==> config.mk <==
export PLATFORM = sky130hd
export DESIGN_NAME = edge_detector_multi
export DESIGN_NICKNAME = d
export VERILOG_FILES = /design/src/rtl/edge_det_pkg.sv /design/src/rtl/edge_det_channel.sv /design/src/rtl/edge_detector_multi.sv
export SDC_FILE = /design/constraint.sdc
export NUM_CORES = 1
export LEC_CHECK = 0
export CAP_MARGIN = 20
export CORE_MARGIN = 4
export CORE_UTILIZATION = 57
export DETAILED_ROUTE_END_ITERATION = 6
export GPL_ROUTABILITY_DRIVEN = 0
export PLACE_DENSITY = 0.85
export SLEW_MARGIN = 10
export SYNTH_ARGS = -nofsm -noshare
export SYNTH_HDL_FRONTEND = slang
export SYNTH_SLANG_ARGS = --single-unit
==> constraint.sdc <==
create_clock -name i_clk -period 7.7 [get_ports i_clk]
set_input_delay 1.54 -clock i_clk [delete_from_list [all_inputs] [get_ports i_clk]]
set_output_delay 1.54 -clock i_clk [all_outputs]
set_load 0.02 [all_outputs]
==> src/rtl/edge_det_pkg.sv <==
// Shared definitions for the multi-channel edge detector.
// Holds the per-channel mode encodings, default parameter values and the
// helper that decides whether an accepted edge matches a channel's mode.
package edge_det_pkg;

  // Per-channel mode encodings. Bit 0 enables rise events, bit 1 enables fall events.
  localparam logic [1:0] MODE_OFF  = 2'b00;
  localparam logic [1:0] MODE_RISE = 2'b01;
  localparam logic [1:0] MODE_FALL = 2'b10;
  localparam logic [1:0] MODE_BOTH = 2'b11;

  // Default parameter values
  localparam int unsigned DEF_N_CH        = 8;
  localparam int unsigned DEF_SYNC_STAGES = 2;
  localparam int unsigned DEF_FILT_W      = 4;

  // True when an accepted edge is one the channel's mode asks to report
  function automatic logic ev_match(input logic [1:0] mode,
                                    input logic       pe,
                                    input logic       ne);
    return (pe & mode[0]) | (ne & mode[1]);
  endfunction

endpackage

==> src/rtl/edge_det_channel.sv <==
// One channel of the edge detector: input synchroniser, glitch filter with
// stability counter, filtered level, rise/fall/event pulses and sticky flag.
// Ports:
//   i_clk, i_rst     clock, asynchronous active-high reset
//   i_sig            raw asynchronous input
//   i_mode[1:0]      00 off, 01 rise, 10 fall, 11 both
//   i_filt_len       filter length L (edge accepted after L+1 mismatching samples)
//   i_clr            write-1-to-clear strobe for the flag
//   o_level          filtered, synchronised level
//   o_pe, o_ne       one-cycle pulses on accepted rising / falling edges
//   o_ev             one-cycle pulse on an accepted edge matching i_mode
//   o_flag           sticky event flag
module edge_det_channel
  import edge_det_pkg::*;
#(
  parameter int unsigned SYNC_STAGES = DEF_SYNC_STAGES,
  parameter int unsigned FILT_W      = DEF_FILT_W
) (
  input  logic              i_clk,
  input  logic              i_rst,
  input  logic              i_sig,
  input  logic [1:0]        i_mode,
  input  logic [FILT_W-1:0] i_filt_len,
  input  logic              i_clr,
  output logic              o_level,
  output logic              o_pe,
  output logic              o_ne,
  output logic              o_ev,
  output logic              o_flag
);

  logic [SYNC_STAGES-1:0] sync_q, sync_d;
  logic [FILT_W-1:0]      cnt_q, cnt_d;
  logic                   level_q, level_d;
  logic                   pe_q, pe_d;
  logic                   ne_q, ne_d;
  logic                   ev_q, ev_d;
  logic                   flag_q, flag_d;
  logic                   s;
  logic                   accept;

  assign s = sync_q[SYNC_STAGES-1];

  // Next-state: synchroniser shift, filter count, pulse generation, flag update
  always_comb begin
    sync_d  = {sync_q[SYNC_STAGES-2:0], i_sig};
    level_d = level_q;
    cnt_d   = '0;
    accept  = 1'b0;

    // >= lets a shortened filter length take effect mid-count; cnt stays below L,
    // so the increment never wraps.
    if (s != level_q) begin
      if (cnt_q >= i_filt_len) begin
        level_d = s;
        accept  = 1'b1;
      end else begin
        cnt_d = cnt_q + FILT_W'(1);
      end
    end

    pe_d   = accept & s;
    ne_d   = accept & ~s;
    ev_d   = ev_match(i_mode, pe_d, ne_d);
    // A set in the same cycle as a clear wins
    flag_d = (flag_q & ~i_clr) | ev_d;
  end

  // State registers
  always_ff @(posedge i_clk or posedge i_rst) begin
    if (i_rst) begin
      sync_q  <= '0;
      cnt_q   <= '0;
      level_q <= 1'b0;
      pe_q    <= 1'b0;
      ne_q    <= 1'b0;
      ev_q    <= 1'b0;
      flag_q  <= 1'b0;
    end else begin
      sync_q  <= sync_d;
      cnt_q   <= cnt_d;
      level_q <= level_d;
      pe_q    <= pe_d;
      ne_q    <= ne_d;
      ev_q    <= ev_d;
      flag_q  <= flag_d;
    end
  end

  assign o_level = level_q;
  assign o_pe    = pe_q;
  assign o_ne    = ne_q;
  assign o_ev    = ev_q;
  assign o_flag  = flag_q;

endmodule

==> src/rtl/edge_detector_multi.sv <==
// Multi-channel edge detector: N_CH independent synchronised, glitch-filtered
// edge detectors with per-channel mode and sticky flags, plus a summary flag.
// Ports:
//   i_clk, i_rst     clock, asynchronous active-high reset
//   i_sig[N_CH]      raw asynchronous inputs
//   i_mode[2*N_CH]   per-channel mode, bits [2i+1:2i]
//   i_filt_len       shared filter length L
//   i_clr[N_CH]      write-1-to-clear flag strobes
//   o_level, o_pe, o_ne, o_ev, o_flag   per-channel registered outputs
//   o_any            OR of all flags, combinational from the flag registers
module edge_detector_multi
  import edge_det_pkg::*;
#(
  parameter int unsigned N_CH        = DEF_N_CH,
  parameter int unsigned SYNC_STAGES = DEF_SYNC_STAGES,
  parameter int unsigned FILT_W      = DEF_FILT_W
) (
  input  logic              i_clk,
  input  logic              i_rst,
  input  logic [N_CH-1:0]   i_sig,
  input  logic [2*N_CH-1:0] i_mode,
  input  logic [FILT_W-1:0] i_filt_len,
  input  logic [N_CH-1:0]   i_clr,
  output logic [N_CH-1:0]   o_level,
  output logic [N_CH-1:0]   o_pe,
  output logic [N_CH-1:0]   o_ne,
  output logic [N_CH-1:0]   o_ev,
  output logic [N_CH-1:0]   o_flag,
  output logic              o_any
);

  logic [N_CH-1:0] flag;

  // One detector per channel
  for (genvar g = 0; g < N_CH; g++) begin : g_ch
    edge_det_channel #(
      .SYNC_STAGES (SYNC_STAGES),
      .FILT_W      (FILT_W)
    ) u_ch (
      .i_clk      (i_clk),
      .i_rst      (i_rst),
      .i_sig      (i_sig[g]),
      .i_mode     (i_mode[2*g +: 2]),
      .i_filt_len (i_filt_len),
      .i_clr      (i_clr[g]),
      .o_level    (o_level[g]),
      .o_pe       (o_pe[g]),
      .o_ne       (o_ne[g]),
      .o_ev       (o_ev[g]),
      .o_flag     (flag[g])
    );
  end

  assign o_flag = flag;
  assign o_any  = |flag;

endmodule

# Word level (Yosys, flattened, before mapping)

Index checks and enable logic that the tools add are counted.

Output and inout port bits: 41
Bits in registers: 88
Word-level logic and storage cells: 193

Mux-type cells: 32
$lt $le $gt $ge: 8
Bitwise operators: 72
Add/subtract/negate cells: 8
Reductions and logical operators: 9
Equal/unequal tests: 8

Operator list:

| cell                                        | count |
|---|---|
| two-way mux 4 bit                           | 16 |
| bitwise AND 1 bit                           | 40 |
| adder 4 x 1 -> 4 bit, second input constant | 8 |
| greater-or-equal comparator 4 bit           | 8 |
| two-way mux 1 bit                           | 16 |
| inverter 1 bit                              | 16 |
| bitwise OR 1 bit                            | 16 |
| AND reduction 2 bit                         | 8 |
| inequality test 1 bit                       | 8 |
| OR reduction 8 bit                          | 1 |

# Longest topological paths before layout

Depth in word-level cells: 7
Gate-level depth with buffers: 7
Depth with buffers taken out: 6

# Modules after synthesis

Synthesis repeated with hierarchy kept, for this count alone.

Cells, all modules: 379
Area, all modules: 4260.3 µm²

By module, submodules not included:

| module              | cells an instance | seq. area each (µm²) | area each (µm²) | instances |
|---|---|---|---|---|
| edge_det_channel    | 47                | 275.3                | 530.5           | 8 |
| edge_detector_multi | 3                 | 0.0                  | 16.3            | 1 |

# Worst setup path before layout

Ideal clock, no wire load.

Path kind: input to register
Start: input i_filt_len[1]
End: register g_ch[0].u_ch.cnt_q[1]
Stages: 6
Arrival: 2679 ps
Setup slack: 4954 ps
Library setup time: 66 ps
Cells stage by stage: inv_1 ha_1 a2111oi_4 or2_1 buf_6 and3_1

Word-level cells in the longest chain between the ends: 3

RTL lines:

| element                           | RTL line                  | source |
|---|---|---|
| start: declaration                | edge_detector_multi.sv:22 | `input logic [FILT_W-1:0] i_filt_len,` |
| greater-or-equal comparator 4 bit | edge_det_channel.sv:54    | `if (cnt_q >= i_filt_len) begin` |
| two-way mux 4 bit                 | edge_det_channel.sv:54    |  |
| two-way mux 4 bit                 | edge_det_channel.sv:53    | `if (s != level_q) begin` |
| net g_ch[0].u_ch.cnt_d[1]         | edge_det_channel.sv:33    | `logic [FILT_W-1:0] cnt_q, cnt_d;` |
| end signal: assignment            | edge_det_channel.sv:81    | `cnt_q <= cnt_d;` |
| end: declaration                  | edge_det_channel.sv:33    |  |

The timed path passes the listed nets, and every way through them passes these cells.
A chain may end at the register's enable or synchronous reset.

# Worst setup path in the final report

Start: register g_ch[5].u_ch.flag_q
End: output o_any

Word-level cells in the longest chain between the ends: 1

RTL lines:

| element                  | RTL line                  | source |
|---|---|---|
| start: declaration       | edge_det_channel.sv:38    | `logic flag_q, flag_d;` |
| start signal: assignment | edge_det_channel.sv:86    | `flag_q <= flag_d;` |
| OR reduction 8 bit       | edge_detector_multi.sv:55 | `assign o_any = \|flag;` |
| end: declaration         | edge_detector_multi.sv:29 | `output logic o_any` |

No other way between the ends.

==> impl_results.md <==
- Status: completed
- Pwr/cell area: 289 nW/um2
- Antenna violations before repair: 0
- CTS tree: built
- Post-synth EDFFs: 0
- Cell Rows: 32
- Synth Warn #: 0
- Unrepaired setup endpoints after global routing: false
- Initial DRC Count: 145
- Hold Buf Count CTS: 0
- CTS Buf Count: 9
- Most common cell in the netlist: dfrtp_1
- Post-cts resize count: 0
- DR DRC count: 0
- CP Launch Type: register
- Worst-path clk slew: 80 ps
- DP HPWL: 5800 um
- Layout cells sized above 1: 7.32%
- Max Clock Skew: 11.1 ps
- Fmax: 285 MHz
- HP Class: register to register
- CP Max Fanout: 3
- Die width: 96.7 um
- Largest area contributor in the netlist: dfrtp_1
- GR Overflow Total: 0
- Post-synthesis cell type count: 21
- Clock Latency Late Sink: 350 ps
- LEAKAGE: 2.44 nW
- Clk buf depth: 2
- Placeable Area: 7690 um2
- Final Core Density: 68.3%
- H-tree levels: 3
- Starting density of the core: 58.3%
- Drt wl/cell: 14.6 um
- Top cell type's share of synthesized area: 49.1%
- Vert. Die Dim: 96.7 um
- GRT Util Overall: 17.5%
- Synth cell count leaders: dfrtp_1, nor2_1, buf_4, ha_1, inv_1
- Synth top area cells: dfrtp_1, ha_1, buf_4, a2111oi_4, nor2_1
- Synth-to-Final Area Change: 17.0%
- Fin. Hold Viols: 0
- Max-Cap Viols: 0
- Dpl cells: 524
- Vias in the first global route: 2864
- Largest net degree at the start of global routing: 89
- Nets@finish: 512
- Inserted Diodes: 0
- Global-route wire length before repair: 13300 um
- Number of fill cells in the layout: 565
- Dominant synthesized flop cell: dfrtp_1
- Die area: 9350 um2
- I/O Buffers: 78
- Vias/cell: 5.17
- Fin Setup TNS: 0 ps
- # setup viols final: 0
- VDD IR max: 0.133 mV
- Sequential area share after synthesis: 49.1%
- Post-Synthesis Cells: 391
- Worst path arrival time: 1970 ps
- DRT Pass-1 Iters: 5
- Final Non-Filler Cells: 539
- Sink Count: 88
- Rel. slew slack: 68.0%
- Post-Syn Nets: 469
- Final period util: 45.6%
- IO Count: 79
- Tmin final: 3510 ps
- Number of synthesized register bits: 88
- Clock Root Buffer: clkbuf_8
- Post-route ant nets: 0
- Syn Std Cell Area: 4490 um2
- Final WL: 7850 um
- Fin. max-slew vios: 0
- FFs w/ async S/R, synth: 100%
- Setup bufs post-CTS: 0
- Worst Setup Path Type: register to output port
- Via count: 2788
- Mean post-synth cell area: 11.5 um2
- Actual slew at the worst max-slew pin: 476 ps
- CP endpoint kind: output port
- WP data required: 6160 ps
metrics by stage:
step / hold slack [ps] / instance area (um2) / total power [mW] / setup slack [ps]
after floorplan: 331 / 4490 / 1.06 / 3880
after global placement: 332 / 5010 / 1.15 / 4100
after detailed placement: 337 / 5010 / 1.18 / 4030
after CTS: 354 / 5220 / 1.53 / 4140
after global routing: 371 / 5250 / 1.62 / 4070
final: 353 / 5250 / 1.52 / 4190
cell families (layout without fill, tap and decap cells):
group	Yosys count	in the layout	share of synthesized area, %
AO/OA/AOI/OAI	56	56	11.2
XOR/XNOR	24	24	4.69
adder cells (fa/ha/maj)	40	40	11.2
buffers and inverters	76	122	11.0
flip-flops	88	88	49.1
AND/OR/NAND/NOR	107	107	12.9
cell type report:
type                            count  area [um2]  share of cell area, %
Timing Repair Buffer               80         816                   15.5
Sequential cell                    88        2200                   42.0
Multi-Input combinational cell    227        1790                   34.1
Inverter                           28         106                   2.03
Clock inverter                      3        67.6                   1.29
Clock buffer                       11         141                   2.69
Tap cell                          102         128                   2.43
layout by cell type (no fill, tap or decap), drive strengths merged, types with 2 or more instances in the layout:
cell,instances
a2111oi,8
a31oi,8
and3,8
buf,2
bufinv,2
clkbuf,11
clkdlybuf4s50,78
dfrtp,88
ha,40
inv,27
nand2,9
nand2b,8
nand3,8
nor2,48
nor3,8
nor3b,8
nor4,2
o21a,8
o21ai,24
o22ai,8
or2,8
xnor2,8
xor2,16
worst max-delay path, stage by stage (launching register included):
cell             delay [ps]
dfrtp_1                 400
nor4_1                  470
nand2_1                 170
clkdlybuf4s50_1         590
registers in the layout, summed over array words and instances, names as in the netlist:
| name | cells |
|---|---|
| g_ch.u_ch.cnt_q | 32 |
| g_ch.u_ch.o_ev | 8 |
| g_ch.u_ch.o_flag | 8 |
| g_ch.u_ch.o_level | 8 |
| g_ch.u_ch.o_ne | 8 |
| g_ch.u_ch.o_pe | 8 |
| g_ch.u_ch.sync_q | 16 |
per-layer routing:
| metal | track usage, % | share of wire [%] | vias up |
|---|---|---|---|
| met3 | 4.61 | 5.3 | 11 |
| li1 | - | - | 1362 |
| met1 | 21.4 | 43 | 1342 |
| met2 | 30.1 | 50 | 73 |
| met5 | 0 | 0 | - |
| met4 | 6.05 | 1.3 | 0 |
worst paths after layout:
kind	startpoint	to	slack, ps	depth (start not counted)
max	g_ch[5].u_ch.o_flag$_DFF_PP0_	o_any	4190	3
min	g_ch[2].u_ch.sync_q[0]$_DFF_PP0_	g_ch[2].u_ch.sync_q[1]$_DFF_PP0_	350	0
min in group asynchronous	i_rst	g_ch[2].u_ch.sync_q[1]$_DFF_PP0_	1580	3
max reg2reg	g_ch[5].u_ch.cnt_q[0]$_DFF_PP0_	g_ch[5].u_ch.o_flag$_DFF_PP0_	5890	6
max in group asynchronous	i_rst	g_ch[5].u_ch.o_flag$_DFF_PP0_	5530	4
min reg2reg	g_ch[2].u_ch.sync_q[0]$_DFF_PP0_	g_ch[2].u_ch.sync_q[1]$_DFF_PP0_	350	0
report_power, final:
group / switching, mW / internal (mW) / total [mW]
Clock: 0.152 / 0.188 / 0.340
Sequential: 0.0906 / 0.544 / 0.634
Combinational: 0.265 / 0.279 / 0.543
Total: 0.507 / 1.01 / 1.52
(Power assumes the default switching activity.)
